**config.mk**
```make
export PLATFORM = sky130hd
export DESIGN_NAME = pipe_stage_reg
export DESIGN_NICKNAME = d
export VERILOG_FILES = /design/src/rtl/pipe_pkg.sv /design/src/rtl/pipe_sat_counter.sv /design/src/rtl/pipe_stage_reg.sv
export SDC_FILE = /design/constraint.sdc
export NUM_CORES = 1
export LEC_CHECK = 0
export ABC_AREA = 1
export BUFFER_PORTS_ARGS = -buffer_cell sky130_fd_sc_hd__buf_2
export CORE_UTILIZATION = 30
export CTS_CLUSTER_SIZE = 12
export DETAILED_ROUTE_END_ITERATION = 8
export PLACE_DENSITY_LB_ADDON = 0.2
export SYNTH_ARGS = -nofsm -noshare
export SYNTH_HDL_FRONTEND = slang
export SYNTH_SLANG_ARGS = --single-unit
export TNS_END_PERCENT = 5
```
**constraint.sdc**
```tcl
create_clock -name clk -period 1.6 [get_ports clk]
set_input_delay 0.08 -clock clk [delete_from_list [all_inputs] [get_ports clk]]
set_output_delay 0.08 -clock clk [all_outputs]
set_load 0.02 [all_outputs]
```
**src/rtl/pipe_pkg.sv**
```systemverilog
// Shared pipeline types: stage-register state encoding, occupancy width and default stage payload widths.
package pipe_pkg;

  typedef enum logic [1:0] {
    PS_EMPTY = 2'd0,
    PS_FULL  = 2'd1,
    PS_SKID  = 2'd2
  } pipe_state_t;

  localparam int PIPE_OCC_W = 2;

  // Default packed widths of the per-stage structs carried through pipe_stage_reg.
  localparam int IF_ID_W  = 32;
  localparam int ID_EX_W  = 128;
  localparam int EX_MEM_W = 96;
  localparam int MEM_WB_W = 72;

  function automatic logic [PIPE_OCC_W-1:0] pipe_occ(input pipe_state_t s);
    case (s)
      PS_FULL: return 2'd1;
      PS_SKID: return 2'd2;
      default: return 2'd0;
    endcase
  endfunction

endpackage

```
**src/rtl/pipe_sat_counter.sv**
```systemverilog
// Saturating up-counter for performance statistics; cleared only by the active-low async reset.
module pipe_sat_counter #(
  parameter int CNT_W = 16
) (
  input  logic             clk,
  input  logic             rst,
  input  logic             inc,
  output logic [CNT_W-1:0] count,
  output logic             sat
);

  logic [CNT_W-1:0] cnt_q, cnt_d;

  assign count = cnt_q;
  assign sat   = &cnt_q;

  always_comb begin
    cnt_d = cnt_q;
    if (inc && !sat) cnt_d = cnt_q + {{(CNT_W-1){1'b0}}, 1'b1};
  end

  always_ff @(posedge clk or negedge rst) begin
    if (!rst) cnt_q <= '0;
    else      cnt_q <= cnt_d;
  end

endmodule

```
**src/rtl/pipe_stage_reg.sv**
```systemverilog
// Generic valid/ready pipeline stage register with flush and saturating stall accounting.
// Define PIPE_STAGE_SKID_EN for a 2-entry skid build with a registered in_ready.
module pipe_stage_reg
  import pipe_pkg::*;
#(
  parameter int WIDTH = IF_ID_W,
  parameter int CNT_W = 16
) (
  input  logic                  clk,
  input  logic                  rst,
  input  logic                  in_valid,
  input  logic [WIDTH-1:0]      in_data,
  output logic                  in_ready,
  output logic                  out_valid,
  output logic [WIDTH-1:0]      out_data,
  input  logic                  out_ready,
  input  logic                  flush,
  output logic [CNT_W-1:0]      stall_cnt,
  output logic [PIPE_OCC_W-1:0] occupancy
);

  pipe_state_t      state_q, state_d;
  logic [WIDTH-1:0] main_q, main_d;
  logic             live_q;
  logic             in_fire;
  logic             stall_inc;
  logic             stall_sat;

`ifdef PIPE_STAGE_SKID_EN
  logic [WIDTH-1:0] skid_q, skid_d;
  logic             rdy_q;

  // Flush always accepts (and drops) the input beat, even when the skid slot is occupied.
  assign in_ready = rdy_q | (flush & live_q);
`else
  assign in_ready = live_q & ((state_q == PS_EMPTY) | out_ready | flush);
`endif

  assign in_fire   = in_valid & in_ready & ~flush;
  assign out_valid = (state_q != PS_EMPTY);
  assign out_data  = main_q;
  assign occupancy = pipe_occ(state_q);
  assign stall_inc = out_valid & ~out_ready & ~flush & ~stall_sat;

  always_comb begin
    state_d = state_q;
    main_d  = main_q;
`ifdef PIPE_STAGE_SKID_EN
    skid_d  = skid_q;
`endif
    if (flush) begin
      state_d = PS_EMPTY;
    end else begin
      case (state_q)
        PS_EMPTY: begin
          if (in_fire) begin
            state_d = PS_FULL;
            main_d  = in_data;
          end
        end
        PS_FULL: begin
          if (out_ready) begin
            if (in_fire) main_d  = in_data;
            else         state_d = PS_EMPTY;
          end
`ifdef PIPE_STAGE_SKID_EN
          else if (in_fire) begin
            state_d = PS_SKID;
            skid_d  = in_data;
          end
`endif
        end
        PS_SKID: begin
`ifdef PIPE_STAGE_SKID_EN
          if (out_ready) begin
            state_d = PS_FULL;
            main_d  = skid_q;
          end
`else
          state_d = PS_EMPTY;
`endif
        end
        default: state_d = PS_EMPTY;
      endcase
    end
  end

  always_ff @(posedge clk or negedge rst) begin
    if (!rst) begin
      state_q <= PS_EMPTY;
      main_q  <= '0;
      live_q  <= 1'b0;
`ifdef PIPE_STAGE_SKID_EN
      skid_q  <= '0;
      rdy_q   <= 1'b0;
`endif
    end else begin
      state_q <= state_d;
      main_q  <= main_d;
      live_q  <= 1'b1;
`ifdef PIPE_STAGE_SKID_EN
      skid_q  <= skid_d;
      rdy_q   <= (state_d != PS_SKID);
`endif
    end
  end

  pipe_sat_counter #(.CNT_W(CNT_W)) u_stall_cnt (
    .clk   (clk),
    .rst   (rst),
    .inc   (stall_inc),
    .count (stall_cnt),
    .sat   (stall_sat)
  );

endmodule

```
=== Yosys cells after proc, flatten, opt, wreduce, memory -nomap -nowiden ===
Index checks and enable logic that the tools add are counted.

* Bits in registers: 51
* Logic and storage cells: 39

* Bitwise gates (word level): 11
* Add/sub/neg operators: 1
* Reductions and logical operators: 8
* Equal/unequal tests: 6
* Muxes and demuxes: 9

{| class="wikitable"
|+ Operators by type and width
! cell !! count
|-
| two-way mux 32 bit || 2
|-
| one-hot mux 32 bit (2 select lines) || 1
|-
| adder 16 x 1 -> 16 bit, second input constant || 1
|-
| AND reduction 16 bit || 1
|-
| inequality test 3 bit, second input constant || 3
|-
| two-way mux 2 bit || 4
|-
| one-hot mux 2 bit (2 select lines) || 2
|-
| bitwise AND 1 bit || 6
|-
| AND reduction 3 bit || 2
|-
| nonzero test 2 bit || 2
|-
| inverter 1 bit || 3
|-
| == test 2 x 1 -> 1 bit, second input constant || 1
|-
| == test 2 bit, second input constant || 1
|-
| zero test 2 bit || 1
|-
| inequality test 2 bit, second input constant || 1
|-
| OR 1 bit || 2
|-
| logical AND 1 bit || 1
|-
| zero test 1 bit || 1
|}

=== Depth between registers and ports, before layout ===
* Depth in word-level cells: 10
* Mapped depth: 9
* Gate-level depth less buffers: 8

=== Modules after synthesis ===
Synthesis repeated with hierarchy kept, for this count alone.

* Cells, all modules: 297
* Area total of the unflattened synthesis: 2,531.2 µm²

{| class="wikitable"
|+ By module, submodules not included
! module !! cells each !! area each (µm²) !! seq. area each (µm²) !! instances
|-
| pipe_stage_reg || 158 || 1,511.4 || 850.8 || 1
|-
| pipe_sat_counter || 139 || 1,019.7 || 400.4 || 1
|}

=== Worst setup path after synthesis ===
Ideal clock, no wire load.

* Path kind: register to register
* From: reg u_stall_cnt.cnt_q[1] (netlist: u_stall_cnt.count[1])
* To: reg u_stall_cnt.cnt_q[13] (netlist: u_stall_cnt.count[13])
* Required time: 1.483 ns
* Cell stages (with the launch flop): 10
* Clock period less this slack: 1.593 ns
* Arrival time: 1.477 ns
* Slack: 0.007 ns
* Cell sequence: dfrtp_1 ha_1 inv_1 nor2_4 nand2_4 nor2_1 nor2_2 buf_6 nand2_1 nand2_1

* Cells in the longest elaborated chain, start to end: 4
* Elaborated cells on any way between the ends: 6
* Those cells by class: 1 x add/sub; 2 x bitwise; 3 x reduce/logical

{| class="wikitable"
|+ Ends and longest elaborated chain
! element !! RTL line !! text
|-
| from (decl) || pipe_sat_counter.sv:12 || <nowiki>logic [CNT_W-1:0] cnt_q, cnt_d;</nowiki>
|-
| from (signal assigned) || pipe_sat_counter.sv:24 || <nowiki>else cnt_q <= cnt_d;</nowiki>
|-
| branches (longest 4 deep; another with adder 16 x 1 -> 16 bit) || n/a ||
|}

Several ways; the timed one is not identified.
A chain may end at the register's enable or synchronous reset.

=== Final worst setup path ===
* From: reg u_stall_cnt.cnt_q[0] (netlist: u_stall_cnt.count[0])
* To: reg u_stall_cnt.cnt_q[9] (netlist: u_stall_cnt.count[9])

Same word-level chain as after synthesis.

==> metrics.csv <==
metric,value,unit
outcome,"finished, final reports clean",
All-Layer GR Usage,0.141,
fin. max-slew vios,0,
chip height,90.8,microns
Layout area overhead,35.4,%
largest net degree at the start of global routing,65,
Placer Congestion,0.795,
grt ovf,0,
power per cell area,1010,nW/um^2
H-tree depth,2,
Hold WC Path Type,primary input to flop,
Power Total,3.23,mW
"commonest non-fill, non-tap cells in the layout","99 x nand2_1, 87 x buf_2, 50 x dfrtp_1",
Max rail drop VDD,377,uV
clk_lat worst skew,0.31,ns
P_leak,1.79,nW
initial core utilization,0.307,
Final Hold Fails,0,
share of layout cells above drive strength 1,0.308,
vias,2122,
RSZ-0062 raised after global routing,false,
Mapped Nets,326,
Max Clk Rate,677,MHz
Placed Cells,484,
maximum fanout along the worst path,15,
Antenna Nets Post-Route,0,
vias in the first global route,1958,
Die X,90.8,microns
WL/cell,10.9,microns
synthesized area per cell,8.21,sq um
Post-CTS Repair Setup Buffers,0,
critical path class,flop to flop,
Synth top area share,0.529,
CP endpoint kind,flop,
crit share post-route,0.923,
critical path data required time,1.85,ns
CTS root buf,clkbuf_8,
IO Pins,89,
Routed WL,5460,microns
DP Wirelength,4000,microns
first-pass GRT wire length,9250,microns
CP arrival,1.73,ns
clock skew,0.00696,ns
"Clk pin slew, worst setup/hold paths",0.10,ns
Final Critical Period,1.48,ns
Post-Syn Area,2360,sq um
CTS tree,done,
"Seq/Total Area, Yosys",0.529,
# diodes,0,
core area,7690,sq um
r2r setup slk,0.12,ns
synth warn,0,
post-DR vias/cell,4.24,
library cells used by synthesis,23,
Max Cap Viol,0,
Post-Syn Instances,288,
row count,32,
CTS Buf Count,5,
Synth area leader,dfrtp_1,
1st-pass router iterations,4,
synth top area cells,"dfrtp_1 53%, nand2_1 16%, inv_1 6.5%",
Final Setup Violations,0,
Max Root-Sink Buffers,2,
Sink Count,50,
port bufs,87,
die area,8240,sq um
Seq cells post-synth,50,
Final Net Count,436,
Finished Layout Cells,501,
Initial DRC Count,94,
antenna violations before repair,0,
startpoint types,flop,
"commonest non-fill, non-tap cell in the layout",nand2_1,
DRC Markers,0,
synthesized netlist by cell type:
cell       n
o21ai_4    1
o21ai_0   29
nand2_1   99
nand2_4    1
nand2_2    2
inv_2      1
nor2_4     2
clkbuf_1   1
inv_1     41
nand4_1    5
nor2_2     3
a21boi_0   1
buf_4      6
xnor2_1    6
o21ai_1   11
nand3_1    4
conb_1     2
nand3b_1   1
xor2_1     1
nor2_1    16
ha_1       1
dfrtp_1   50
buf_6      4
metal layers:
| metal | vias to the layer above | track usage | part of all wire |
|---|---|---|---|
| li1 | 1094 | - | - |
| met1 | 975 | 0.180 | 0.45 |
| met2 | 48 | 0.240 | 0.50 |
| met3 | 5 | 0.0202 | 0.035 |
| met4 | 0 | 0.0565 | 0.014 |
| met5 | - | 0 | 0 |
cells by family after synthesis:
group                    Yosys count  share of synthesized area
AND/OR/NAND/NOR                  133                      0.235
buffers and inverters             53                      0.106
flip-flops                        50                      0.529
adder cells (fa/ha/maj)            1                    0.00529
AO/OA/AOI/OAI                     42                     0.0948
XOR/XNOR                           7                     0.0259
other                              2                    0.00318
path summary, 6_finish.rpt:
| check | from | end | cells past startpoint |
|---|---|---|---|
| hold / removal | in_data[13] | out_data[13]$_DFFE_PN0P_ | 3 |
| min in group asynchronous | rst | u_stall_cnt.count[14]$_DFFE_PN0P_ | 2 |
| setup / recovery | u_stall_cnt.count[0]$_DFFE_PN0P_ | u_stall_cnt.count[9]$_DFFE_PN0P_ | 8 |
| setup reg to reg | u_stall_cnt.count[0]$_DFFE_PN0P_ | u_stall_cnt.count[9]$_DFFE_PN0P_ | 8 |
| hold reg to reg | out_data[15]$_DFFE_PN0P_ | out_data[15]$_DFFE_PN0P_ | 2 |
| max in group asynchronous | rst | out_data[29]$_DFFE_PN0P_ | 3 |
cell type report:
cell class,count,area [sq um]
clock buffers,6,82.6
flip-flops and latches,50,1250
inverters,42,158
repair buffers,114,698
fillers,822,4490
well taps,102,128
multi-input cells,185,866
clock inverters,2,17.5
metrics by stage:
stage	area (sq um)	setup TNS [ns]	utilization	setup slack [ns]	hold WS, ns
2_1_floorplan	2360	0	-	0.00654	-0.216
3_3_place_gp	3010	-0.0788	0.391	-0.0612	0.0606
3_5_place_dp	3010	-0.198	0.391	-0.0991	0.0697
4_1_cts	3200	0	0.416	0.105	0.000270
5_1_grt	3200	0	0.416	0.0120	0.0102
6_report	3200	0	0.416	0.123	0.0113
where the power goes:
part / switching (mW) / internal, mW
clock: 0.446 / 0.357
combinational: 0.537 / 0.339
sequential: 0.107 / 1.44
state kept, by name, summed over array words and instances, names as in the netlist:
register,cells
state_q,1
out_data,32
u_stall_cnt.count,16
live_q,1
critical path, stage by stage, from the launching register on:
cell and delay [ns]:
dfrtp_1 0.39, ha_1 0.21, inv_1 0.09, nor2_4 0.05, nand2_4 0.08, nor2_1 0.07
nor2_4 0.30, o21ai_0 0.16, nand2_1 0.08
what timing repair did:
action / 4_1_cts / 5_1_grt
gates resized for setup: 1 / 0
setup endpoints to repair: 11 / 0
endpoints found under the hold margin: 25 / 0
hold buffers: 9 / 0
Note: power is estimated with default switching activity, not from simulation.
